## config.mk

```make
export PLATFORM = sky130hd
export DESIGN_NAME = updown_mod_counter
export DESIGN_NICKNAME = d
export VERILOG_FILES = /design/src/rtl/updown_mod_counter.sv
export SDC_FILE = /design/constraint.sdc
export NUM_CORES = 1
export LEC_CHECK = 0
export BUFFER_PORTS_ARGS = -buffer_cell sky130_fd_sc_hd__buf_4
export CAP_MARGIN = 20
export CORE_AREA = 2 2 39 41
export CTS_BUF_LIST = sky130_fd_sc_hd__clkbuf_4 sky130_fd_sc_hd__clkbuf_8
export CTS_CLUSTER_SIZE = 24
export DETAILED_ROUTE_END_ITERATION = 7
export DIE_AREA = 0 0 41 43
export SYNTH_ARGS = -nofsm -noshare
export SYNTH_HDL_FRONTEND = slang
export SYNTH_SLANG_ARGS = --single-unit
export TNS_END_PERCENT = 1
```

## constraint.sdc

```tcl
create_clock -name clk -period 4.7 [get_ports clk]
set_input_delay 0.47 -clock clk [delete_from_list [all_inputs] [get_ports clk]]
set_output_delay 0.47 -clock clk [all_outputs]
set_load 0.02 [all_outputs]
```

## src/rtl/updown_mod_counter.sv

```systemverilog
// updown_mod_counter: up/down modulo-MOD counter with parallel load, saturate/wrap mode and cascade output.
// Ports:
//   clk  - rising-edge clock
//   nrst - synchronous active-low reset (q=0, wrap=0, ovf=0)
//   en   - count enable
//   load - parallel-load strobe (q <= d, clamped to MOD-1)
//   d    - parallel-load value
//   up   - direction, 1 = up, 0 = down
//   sat  - boundary mode, 1 = saturate, 0 = wrap
//   q    - registered count, always in 0..MOD-1
//   tc   - combinational terminal count for chaining into the next stage's en
//   wrap - registered one-cycle pulse after a modulus wrap
//   ovf  - registered sticky overflow/underflow flag, cleared by reset or load
module updown_mod_counter #(
  parameter int N   = 3,
  parameter int MOD = 2**N
) (
  input  logic         clk,
  input  logic         nrst,
  input  logic         en,
  input  logic         load,
  input  logic [N-1:0] d,
  input  logic         up,
  input  logic         sat,
  output logic [N-1:0] q,
  output logic         tc,
  output logic         wrap,
  output logic         ovf
);
  localparam logic [N-1:0] MAX = N'(MOD - 1);
  logic [N-1:0] r_q;
  logic         r_wrap;
  logic         r_ovf;
  logic         w_bound;
  logic [N-1:0] w_load_q;
  logic [N-1:0] w_step_q;
  // boundary in the current direction: top when counting up, zero when counting down
  assign w_bound  = up ? (r_q == MAX) : (r_q == '0);
  // compare in N+1 bits so MOD == 2**N is representable
  assign w_load_q = ({1'b0, d} < (N+1)'(MOD)) ? d : MAX;
  assign w_step_q = w_bound ? (sat ? r_q : (up ? '0 : MAX))
                            : (up ? r_q + N'(1) : r_q - N'(1));
  always_ff @(posedge clk) begin
    if (!nrst) begin
      r_q    <= '0;
      r_wrap <= 1'b0;
      r_ovf  <= 1'b0;
    end else begin
      r_q    <= load ? w_load_q : (en ? w_step_q : r_q);
      r_wrap <= ~load & en & w_bound & ~sat;
      r_ovf  <= ~load & (r_ovf | (en & w_bound));
    end
  end
  assign q    = r_q;
  assign tc   = en & ~load & w_bound;
  assign wrap = r_wrap;
  assign ovf  = r_ovf;
endmodule

```

==> metrics <==
status=finished clean; Max rail drop VDD=0.1303 mV; Port Buf Inserts=14; Primary FF master, synth=dfxtp_1; die area=1763 um2; first-pass GRT wire length=1414 um; commonest cells in the netlist=7 x a21oi_1, 5 x dfxtp_1, 5 x nand2_1; total global routing overflow=0; reg2reg start=q[0]; count of final setup violators=0; worst hold start=sat; layout overhead on the synthesized area=29.63%; drt first-iter violations=9; fin nets=77; CTS buffer count=3; routed via count=403; clk root buf=clkbuf_4; min cycle time layout=2080 ps; worst skew pair latency=240 ps; die height=43 um; Synthesized Nets=62; sequential fraction of the synthesis area=24.69%; initial core utilization=29.29%; Max Clk Rate=480.8 MHz; synth warn=0; CTS tree=done; hold crit path type=in2reg; Startpoint Class=flip-flop; post-route ant nets=0; Final Max Tran Viols=0; reg2reg setup slack=2810 ps; worst-path maximum fanout=12; Post-Route Setup TNS=0 ps; largest net degree at the start of global routing=14; DRC Markers=0; post-CTS sizing=0; Inst Count DP=78; Cell Area, Synth=405.4 um2; CTS Hold Bufs=0; vias per cell=4.915; TritonCTS Sinks=5; Yosys cell types=25; share of layout cells above drive strength 1=31.82%; H-tree depth=1; Worst-Margin Slew=387.1 ps; Post-synth ARST share=0%; DR WL/cell=10.61 um; postcts setup bufs=0; relative slew slack=74.16%; GPL Wtd Cong=0.7869; Final period util=44.25%; Pwr Density=281.8 nW/um2; critical path class=reg2out; final std cells w/o fill=82; core box area=1384 um2; most frequent cell after synthesis=a21oi_1; Worst Setup SP=q[0]; leading area contributor after synthesis=dfxtp_1; syn_area_per_cell=7.796 um2; Ports=15; post-synth top area share=24.69%; number of flops mapped to enable cells by yosys=0; Final Routed Wirelength=870 um; chip width=41 um; number of global-route vias before repair=336; clock tree buffer depth=2; CP Data Required Time=4230 ps; Area contributors post-synth=dfxtp_1 25%, a21oi_1 8.6%, buf_6 5.6%; Total GRT Usage=11.86%; number of synthesized register bits=5; initial antenna violation count=0; cell count after synthesis=52; # fillers=154; Pleak=0.2264 nW; drt first pass iters=4; Max Cap Viol=0; RSZ-0062 raised after global routing=false; Worst Path Arrival=1610 ps; post-DP HPWL=653.4 um; Antenna diodes=0; Clock Pin Slew Worst Setup and Hold Paths=40 ps; Crit. End Element=primary output; Site Rows=14; skew final=2.521 ps; final hold vios=0
[cell type report]
class | instances | area [um2] | share of cell area [%]
clock buffer | 4 | 30.03 | 5.714
inverter | 4 | 15.01 | 2.857
tap | 16 | 20.02 | 3.810
multi-input combinational | 39 | 255.2 | 48.57
sequential | 5 | 100.1 | 19.05
timing repair buffer | 14 | 105.1 | 20.00
[through the flow]
| step | area [um2] | utilization [%] | hold slack, ps | power (mW) | setup slack (ps) |
|---|---|---|---|---|---|
| after floorplan | 405.4 | - | 549.0 | 0.08279 | 2618 |
| after global placement | 495.5 | 35.80 | 458.7 | 0.09501 | 2578 |
| after detailed placement | 495.5 | 35.80 | 466.9 | 0.09474 | 2548 |
| after CTS | 525.5 | 37.97 | 454.1 | 0.1503 | 2605 |
| after global routing | 525.5 | 37.97 | 457.2 | 0.1592 | 2459 |
| final | 525.5 | 37.97 | 458.4 | 0.1481 | 2620 |
[kinds of logic after synthesis]
logic type	synth area share, %
fa+ha+maj	4.938
simple gates	30.25
xor+xnor	2.161
flops	24.69
buf+inv	12.34
compound gates	25.61
[critical path: stages, from the launching register on]
cell and delay, ps:
dfxtp_1 420, or3_4 420, o21ai_2 200, nand2_1 100
nor2_1 90, buf_4 140
[metal layers]
layer | wire (um) | track usage [%] | share of wire, % | vias up
met5 | 0 | 0 | 0 | -
met4 | 18 | 10.00 | 2.1 | 0
met3 | 42 | 1.571 | 4.8 | 2
met2 | 373 | 15.00 | 43 | 11
met1 | 436 | 16.77 | 50 | 172
li1 | - | - | - | 218
[sequential cells by signal, summed over array words and instances, names as in the netlist]
signal,count
q,3
ovf,1
wrap,1
[placed cells by master, fill, tap and decap left out]
master,instances
clkbuf_4,4
inv_1,4
dfxtp_1,5
nand3_1,2
nand4_1,2
fa_1,1
a21oi_1,7
xor2_1,1
a31oi_1,2
a2111oi_1,2
or4b_2,1
buf_4,14
o211ai_1,1
o21ai_2,1
or3_4,1
o31ai_1,2
nand3b_1,2
or3_1,1
o21ai_0,1
nor3_1,2
nor2_1,3
or4bb_1,1
nand2_1,5
nand2b_1,1
[power breakdown]
group | internal, mW | total (mW) | switching (mW)
Sequential | 0.0453 | 0.0523 | 0.00695
Clock | 0.0378 | 0.0543 | 0.0166
Combinational | 0.0206 | 0.0415 | 0.0208
[final timing paths]
path         endpoint  depth (start not counted)
min reg2reg       ovf                          2
max                tc                          5
min              wrap                          2
max reg2reg      q[2]                          5
No activity file was read; power rests on OpenSTA's default activity.
